===== config.mk =====
export PLATFORM = sky130hd
export DESIGN_NAME = riscv_fetch_unit
export DESIGN_NICKNAME = d
export VERILOG_FILES = /design/src/rtl/riscv_pkg.sv /design/src/rtl/riscv_fetch_fifo.sv /design/src/rtl/riscv_fetch_unit.sv
export SDC_FILE = /design/constraint.sdc
export NUM_CORES = 1
export LEC_CHECK = 0
export BUFFER_PORTS_ARGS = -buffer_cell sky130_fd_sc_hd__buf_2
export CAP_MARGIN = 20
export CORE_ASPECT_RATIO = 1.25
export CORE_MARGIN = 4
export CORE_UTILIZATION = 62
export CTS_CLUSTER_DIAMETER = 150
export DETAILED_ROUTE_END_ITERATION = 12
export GPL_TIMING_DRIVEN = 0
export PLACE_DENSITY = 0.85
export SYNTH_ARGS = -nofsm -noshare
export SYNTH_HDL_FRONTEND = slang
export SYNTH_SLANG_ARGS = --single-unit

===== constraint.sdc =====
create_clock -name clk -period 9.95 [get_ports clk]
set_input_delay 1.99 -clock clk [delete_from_list [all_inputs] [get_ports clk]]
set_output_delay 1.99 -clock clk [all_outputs]
set_load 0.02 [all_outputs]

===== src/rtl/riscv_pkg.sv =====
// Shared types and constants for the RISC-V instruction-fetch slice.
package riscv_pkg;

  localparam int XLEN = 32;
  localparam int PC_W = 32;
  localparam logic [XLEN-1:0] RISCV_NOP = 32'h0000_0013;

  typedef struct packed {
    logic [PC_W-1:0] pc;
    logic [XLEN-1:0] instr;
  } fetch_entry_t;

  typedef enum logic {
    RUN   = 1'b0,
    FAULT = 1'b1
  } fetch_state_e;

  // Fetch addresses are word addresses; the low two bits are forced to zero.
  function automatic logic [PC_W-1:0] word_align(input logic [PC_W-1:0] addr);
    return {addr[PC_W-1:2], 2'b00};
  endfunction

endpackage


===== src/rtl/riscv_fetch_fifo.sv =====
// Prefetch FIFO of {pc, instr} entries with a zero-latency head and a
// single-cycle flush that wins over push and pop.
module riscv_fetch_fifo
  import riscv_pkg::*;
#(
  parameter int DEPTH = 4,
  localparam int CNT_W = $clog2(DEPTH + 1)
) (
  input  logic             clk,
  input  logic             rst,
  input  logic             push,
  input  fetch_entry_t     wdata,
  input  logic             pop,
  input  logic             flush,
  output logic [CNT_W-1:0] count,
  output logic             empty,
  output logic             full,
  output fetch_entry_t     head
);

  localparam int PTR_W = $clog2(DEPTH);

  fetch_entry_t     mem [DEPTH];
  logic [PTR_W-1:0] rd_ptr;
  logic [PTR_W-1:0] wr_ptr;
  logic             do_push;
  logic             do_pop;

  assign empty = (count == '0);
  assign full  = (count == CNT_W'(DEPTH));
  assign head  = mem[rd_ptr];

  // A push into a full FIFO is only taken when the head leaves in the same cycle.
  assign do_pop  = pop && !empty && !flush;
  assign do_push = push && !flush && (!full || do_pop);

  always_ff @(posedge clk or posedge rst) begin
    if (rst) begin
      rd_ptr <= '0;
      wr_ptr <= '0;
      count  <= '0;
    end else if (flush) begin
      rd_ptr <= '0;
      wr_ptr <= '0;
      count  <= '0;
    end else begin
      if (do_push) wr_ptr <= wr_ptr + PTR_W'(1);
      if (do_pop)  rd_ptr <= rd_ptr + PTR_W'(1);
      if (do_push && !do_pop)      count <= count + CNT_W'(1);
      else if (!do_push && do_pop) count <= count - CNT_W'(1);
    end
  end

  always_ff @(posedge clk) begin
    if (do_push) mem[wr_ptr] <= wdata;
  end

endmodule


===== src/rtl/riscv_fetch_unit.sv =====
// Instruction-fetch stage: owns the fetch PC, issues word requests, buffers
// responses in a prefetch FIFO and hands {instr, pc} pairs to decode.
module riscv_fetch_unit
  import riscv_pkg::*;
#(
  parameter int              XLEN       = 32,
  parameter int              PC_W       = 32,
  parameter logic [PC_W-1:0] RESET_PC   = 32'h0000_0000,
  parameter int              FIFO_DEPTH = 4
) (
  input  logic            clk,
  input  logic            rst,
  output logic            imem_req_valid,
  input  logic            imem_req_ready,
  output logic [PC_W-1:0] imem_req_addr,
  input  logic            imem_rsp_valid,
  input  logic [XLEN-1:0] imem_rsp_data,
  input  logic            redirect_valid,
  input  logic [PC_W-1:0] redirect_pc,
  output logic            dec_valid,
  input  logic            dec_ready,
  output logic [XLEN-1:0] dec_instr,
  output logic [PC_W-1:0] dec_pc,
  output logic            fetch_fault
);

  localparam int CNT_W = $clog2(FIFO_DEPTH + 1);

  fetch_state_e     state;
  logic [PC_W-1:0]  fetch_pc;
  logic [PC_W-1:0]  resp_pc;
  logic [CNT_W-1:0] outstanding;
  logic [CNT_W-1:0] outstanding_next;
  logic [CNT_W-1:0] drop;
  logic [CNT_W-1:0] fifo_count;
  logic [CNT_W:0]   in_use;
  logic             fifo_empty;
  logic             unused_fifo_full;
  fetch_entry_t     fifo_head;
  fetch_entry_t     push_entry;
  logic             accept;
  logic             keep;
  logic             pop;
  logic             misaligned;

  // Requests in flight plus buffered entries never exceed the FIFO depth,
  // so every response that comes back is guaranteed a slot.
  assign in_use         = {1'b0, outstanding} + {1'b0, fifo_count};
  assign imem_req_valid = !rst && (state == RUN) && !redirect_valid &&
                          (in_use < (CNT_W + 1)'(FIFO_DEPTH));
  assign imem_req_addr  = fetch_pc;
  assign accept         = imem_req_valid && imem_req_ready;

  assign keep       = imem_rsp_valid && !redirect_valid && (drop == '0);
  assign push_entry = '{pc: resp_pc, instr: imem_rsp_data};
  assign misaligned = (redirect_pc[1:0] != 2'b00);

  assign dec_valid = !fifo_empty && !redirect_valid;
  assign pop       = dec_valid && dec_ready;
  assign dec_instr = fifo_empty ? RISCV_NOP : fifo_head.instr;
  assign dec_pc    = fifo_empty ? '0 : fifo_head.pc;

  always_comb begin
    outstanding_next = outstanding;
    if (accept && !imem_rsp_valid)      outstanding_next = outstanding + CNT_W'(1);
    else if (!accept && imem_rsp_valid) outstanding_next = outstanding - CNT_W'(1);
  end

  riscv_fetch_fifo #(
    .DEPTH (FIFO_DEPTH)
  ) u_fifo (
    .clk   (clk),
    .rst   (rst),
    .push  (keep),
    .wdata (push_entry),
    .pop   (pop),
    .flush (redirect_valid),
    .count (fifo_count),
    .empty (fifo_empty),
    .full  (unused_fifo_full),
    .head  (fifo_head)
  );

  // On a redirect every request still in flight becomes wrong-path and is dropped.
  always_ff @(posedge clk or posedge rst) begin
    if (rst) begin
      fetch_pc    <= RESET_PC;
      resp_pc     <= RESET_PC;
      outstanding <= '0;
      drop        <= '0;
    end else begin
      outstanding <= outstanding_next;
      if (redirect_valid) begin
        fetch_pc <= word_align(redirect_pc);
        resp_pc  <= word_align(redirect_pc);
        drop     <= outstanding_next;
      end else begin
        if (accept) fetch_pc <= fetch_pc + PC_W'(4);
        if (keep)   resp_pc  <= resp_pc + PC_W'(4);
        if (imem_rsp_valid && (drop != '0)) drop <= drop - CNT_W'(1);
      end
    end
  end

  always_ff @(posedge clk or posedge rst) begin
    if (rst) begin
      state       <= RUN;
      fetch_fault <= 1'b0;
    end else begin
      case (state)
        RUN: begin
          if (redirect_valid && misaligned) begin
            state       <= FAULT;
            fetch_fault <= 1'b1;
          end
        end
        FAULT: begin
          if (redirect_valid && !misaligned) begin
            state       <= RUN;
            fetch_fault <= 1'b0;
          end
        end
        default: begin
          state       <= RUN;
          fetch_fault <= 1'b0;
        end
      endcase
    end
  end

endmodule

==> impl_metrics.env <==
export IMPL_gp_congestion=0.900
export IMPL_status="finished clean"
export IMPL_fin_tns_setup_ns=0
export IMPL_path_cells="buf_2 > clkbuf_1 > buf_1 > buf_1 > nor2_1 > buf_2"
export IMPL_synthesis_area_um2=13700
export IMPL_finalMaxSlewViolations=0
export IMPL_drtIter0Drc=685
export IMPL_clkSinkCount=323
export IMPL_fin_hold_ws_ns=0.447
export IMPL_layout_min_cycle_time_ns=5.95
export IMPL_grt_pass1_vias=8610
export IMPL_async_reset_ff_share_pct=23.2
export IMPL_routed_top_layer="met4"
export IMPL_postCtsSetupBuffers=0
export IMPL_wl_met3_um=2210
export IMPL_die_area_um2=24600
export IMPL_synth_top_cell_area_share_pct=54.2
export IMPL_cts_hold_fix_buffers=0
export IMPL_max_slew_worst_pin_slew_ns=0.853
export IMPL_maxCapViolCount=0
export IMPL_drc=0
export IMPL_synth_edf_count=248
export IMPL_fp_row_count=60
export IMPL_cts_inserted_buffers=29
export IMPL_die_h_um=174
export IMPL_start_util_pct=63.3
export IMPL_finalCritPeriodShare_pct=59.8
export IMPL_crit_family="buffers and inverters"
export IMPL_clk_latency_ns=0.54
export IMPL_setup_viol=0
export IMPL_slowest_delay_ns=0.63
export IMPL_slowest_stage="buf_1"
export IMPL_synth_cell_types=57
export IMPL_crit_fanout=10
export IMPL_critical_path_class="in -> out"
export IMPL_layout_drive_gt1_share_pct=28.1
export IMPL_seq_area_frac_synth_pct=67.9
export IMPL_ys_warnings_count=0
export IMPL_worst_slack_ns=4.00
export IMPL_coreArea_um2=21700
export IMPL_power_total_mw=3.79
export IMPL_synth_largest_area_cell="edfxtp_1"
export IMPL_rsz0062_at_grt="false"
export IMPL_grt_use_total_pct=25.2
export IMPL_nFillCells=1353
export IMPL_drtPass1Iterations=5
export IMPL_mostFrequentLayoutCell="edfxtp_1"
export IMPL_cp_start_kind="input port"
export IMPL_worstHoldPathType="reg -> reg"
export IMPL_worst_clock_skew_ns=0.0110
export IMPL_wl_um=30400
export IMPL_grt_ovfl_total=0
export IMPL_layout_common_cells="edfxtp_1 (248), buf_2 (175), dfrtp_1 (75)"
export IMPL_n_antenna_cell=0
export IMPL_wl_per_cell_um=21.9
export IMPL_synthTopCellsByArea="edfxtp_1 (54%), dfrtp_1 (14%), mux4_2 (10%)"
export IMPL_yosys_most_used_dff="edfxtp_1"
export IMPL_worst_path_buf_inv=5
export IMPL_path_clk_slew_ns=0.06
export IMPL_areaGrowthSynthToFinish_pct=16.5
export IMPL_port_buffer_count=164
export IMPL_nNetsFinal=1167
export IMPL_syn_area_per_cell_um2=15.6
export IMPL_clock_path_buffers=3
export IMPL_cts_max_level=1
export IMPL_grt_pass1_wl_um=48200
export IMPL_tritoncts="built"
export IMPL_peakVddDrop_uv=166
export IMPL_route_met2_wl_um=15300
export IMPL_die_w_um=141
export IMPL_met1_length_um=11700
export IMPL_synth_seq_cells=323
export IMPL_slew_headroom_pct=43.1
export IMPL_power_density_nw_per_um2=237
export IMPL_required_ns=7.96
export IMPL_vias_per_cell=6.06
export IMPL_syn_inst=880
export IMPL_final_antenna_net_count=0
export IMPL_endpoint_kind="primary output"
export IMPL_place_ws_ns=3.97
export IMPL_p_leak_nw=5.78
export IMPL_cts_resized=0
export IMPL_hold_viol_final=0
export IMPL_clk_root_buffer_cell="clkbuf_16"
export IMPL_vias=8385
export IMPL_fmax_mhz=168
export IMPL_cp_arrival_ns=3.96
export IMPL_ios=169
export IMPL_grt_max_degree=70
export IMPL_antenna_found_initial=0
export IMPL_dpl_hpwl_um=19500
[state kept, by name, indices dropped and copies added (netlist names)]
| name | cells |
|---|---|
| u_fifo.wr_ptr | 2 |
| u_fifo.rd_ptr | 2 |
| state | 1 |
| outstanding | 3 |
| fetch_fault | 1 |
| u_fifo.mem | 248 |
| imem_req_addr | 30 |
| u_fifo.count | 3 |
| resp_pc | 30 |
| drop | 3 |
[power by group]
| part | leakage, nW | switching, mW | internal (mW) | total (mW) |
|---|---|---|---|---|
| logic | 2.19 | 0.646 | 0.451 | 1.10 |
| clock network | 0.450 | 0.457 | 0.628 | 1.09 |
| registers | 3.15 | 0.0723 | 1.54 | 1.61 |
| total | 5.78 | 1.17 | 2.61 | 3.79 |
[final cells by class]
class                      instances  area, um2  area share (%)
tap                              279        349            2.18
inverter                          18       70.1           0.438
multi-input combinational        495       4150            26.0
buffer                            47        215            1.35
clock inverter                    13        141           0.884
timing repair buffer             170        963            6.02
sequential                       323       9320            58.3
clock buffer                      39        783            4.90
[cells by family (layout without fill, tap and decap cells)]
family                     Yosys count  count (layout)  share of synthesized area, %
other                                1               4                        0.0273
AOI/OAI and AO/OA                  110             110                          4.98
buffers and inverters               65             287                          2.06
muxes                               71              71                          10.9
xor gates and xnor gates            39              39                          2.49
DFF                                323             323                          67.9
and+or+nand+nor                    258             258                          10.5
adders and majority gates           13              13                          1.24
[per-layer routing]
layer | GRT usage, % | vias to the layer above
met3 | 2.97 | 66
met5 | 0 | -
li1 | - | 3796
met2 | 42.1 | 401
met1 | 34.6 | 4122
met4 | 9.17 | 0
[worst register-to-register path, stage by stage (launching register included)]
cell      delay (ns)
dfrtp_1         0.36
clkbuf_1        0.27
or3_1           0.15
clkbuf_1        0.64
clkbuf_1        0.49
nand2_1         0.24
o21a_1          0.24
fa_1            0.43
nor4b_1         0.17
o21ai_0         0.16
a31oi_1         0.09
[cells in the mapped netlist (2+ instances only)]
cell type  count
edfxtp_1     248
buf_4          5
nor2_1        26
nor4_1         5
and4_1         8
a41oi_1        2
nand3_2        2
buf_1          4
nand2_1       61
nand3b_1       4
inv_1         17
xor2_1        23
or2_2          3
a31oi_1       10
o22ai_1        2
dfrtp_1       75
nor4_2         2
o211ai_1      12
nor4b_1        2
or3_1          3
mux4_2        62
xnor2_1       16
nand4_1       17
o311ai_0      12
clkbuf_1      27
a21boi_0       2
mux2i_1        3
buf_2         10
and2_1        70
o21ai_0       51
ha_1          12
mux2_2         6
and3_1         7
a21oi_1        9
nor3_1        11
nand3_1       30
[metrics by stage]
step / area [um2] / util, % / std cells
6_report: 16000 / 73.7 / 1384
5_1_grt: 16000 / 73.7 / 1384
3_5_place_dp: 15100 / 69.5 / 1331
3_3_place_gp: 14900 / 68.8 / 1326
4_1_cts: 16000 / 73.7 / 1383
2_1_floorplan: 13700 / - / 883
[path summary, 6_finish.rpt]
| path | start | end | slack [ns] | cells after the start |
|---|---|---|---|---|
| worst min-delay path | state | fetch_fault | 0.45 | 1 |
| max in group asynchronous | rst | resp_pc[28] | 8.05 | 3 |
| min in group asynchronous | rst | drop[1] | 1.35 | 2 |
| worst max-delay path | redirect_valid | dec_valid | 4.00 | 6 |
| worst max register to register | u_fifo.count[2] | u_fifo.count[2] | 6.56 | 10 |
| worst min register to register | state | fetch_fault | 0.45 | 1 |
No activity file was read; power rests on OpenSTA's default activity.
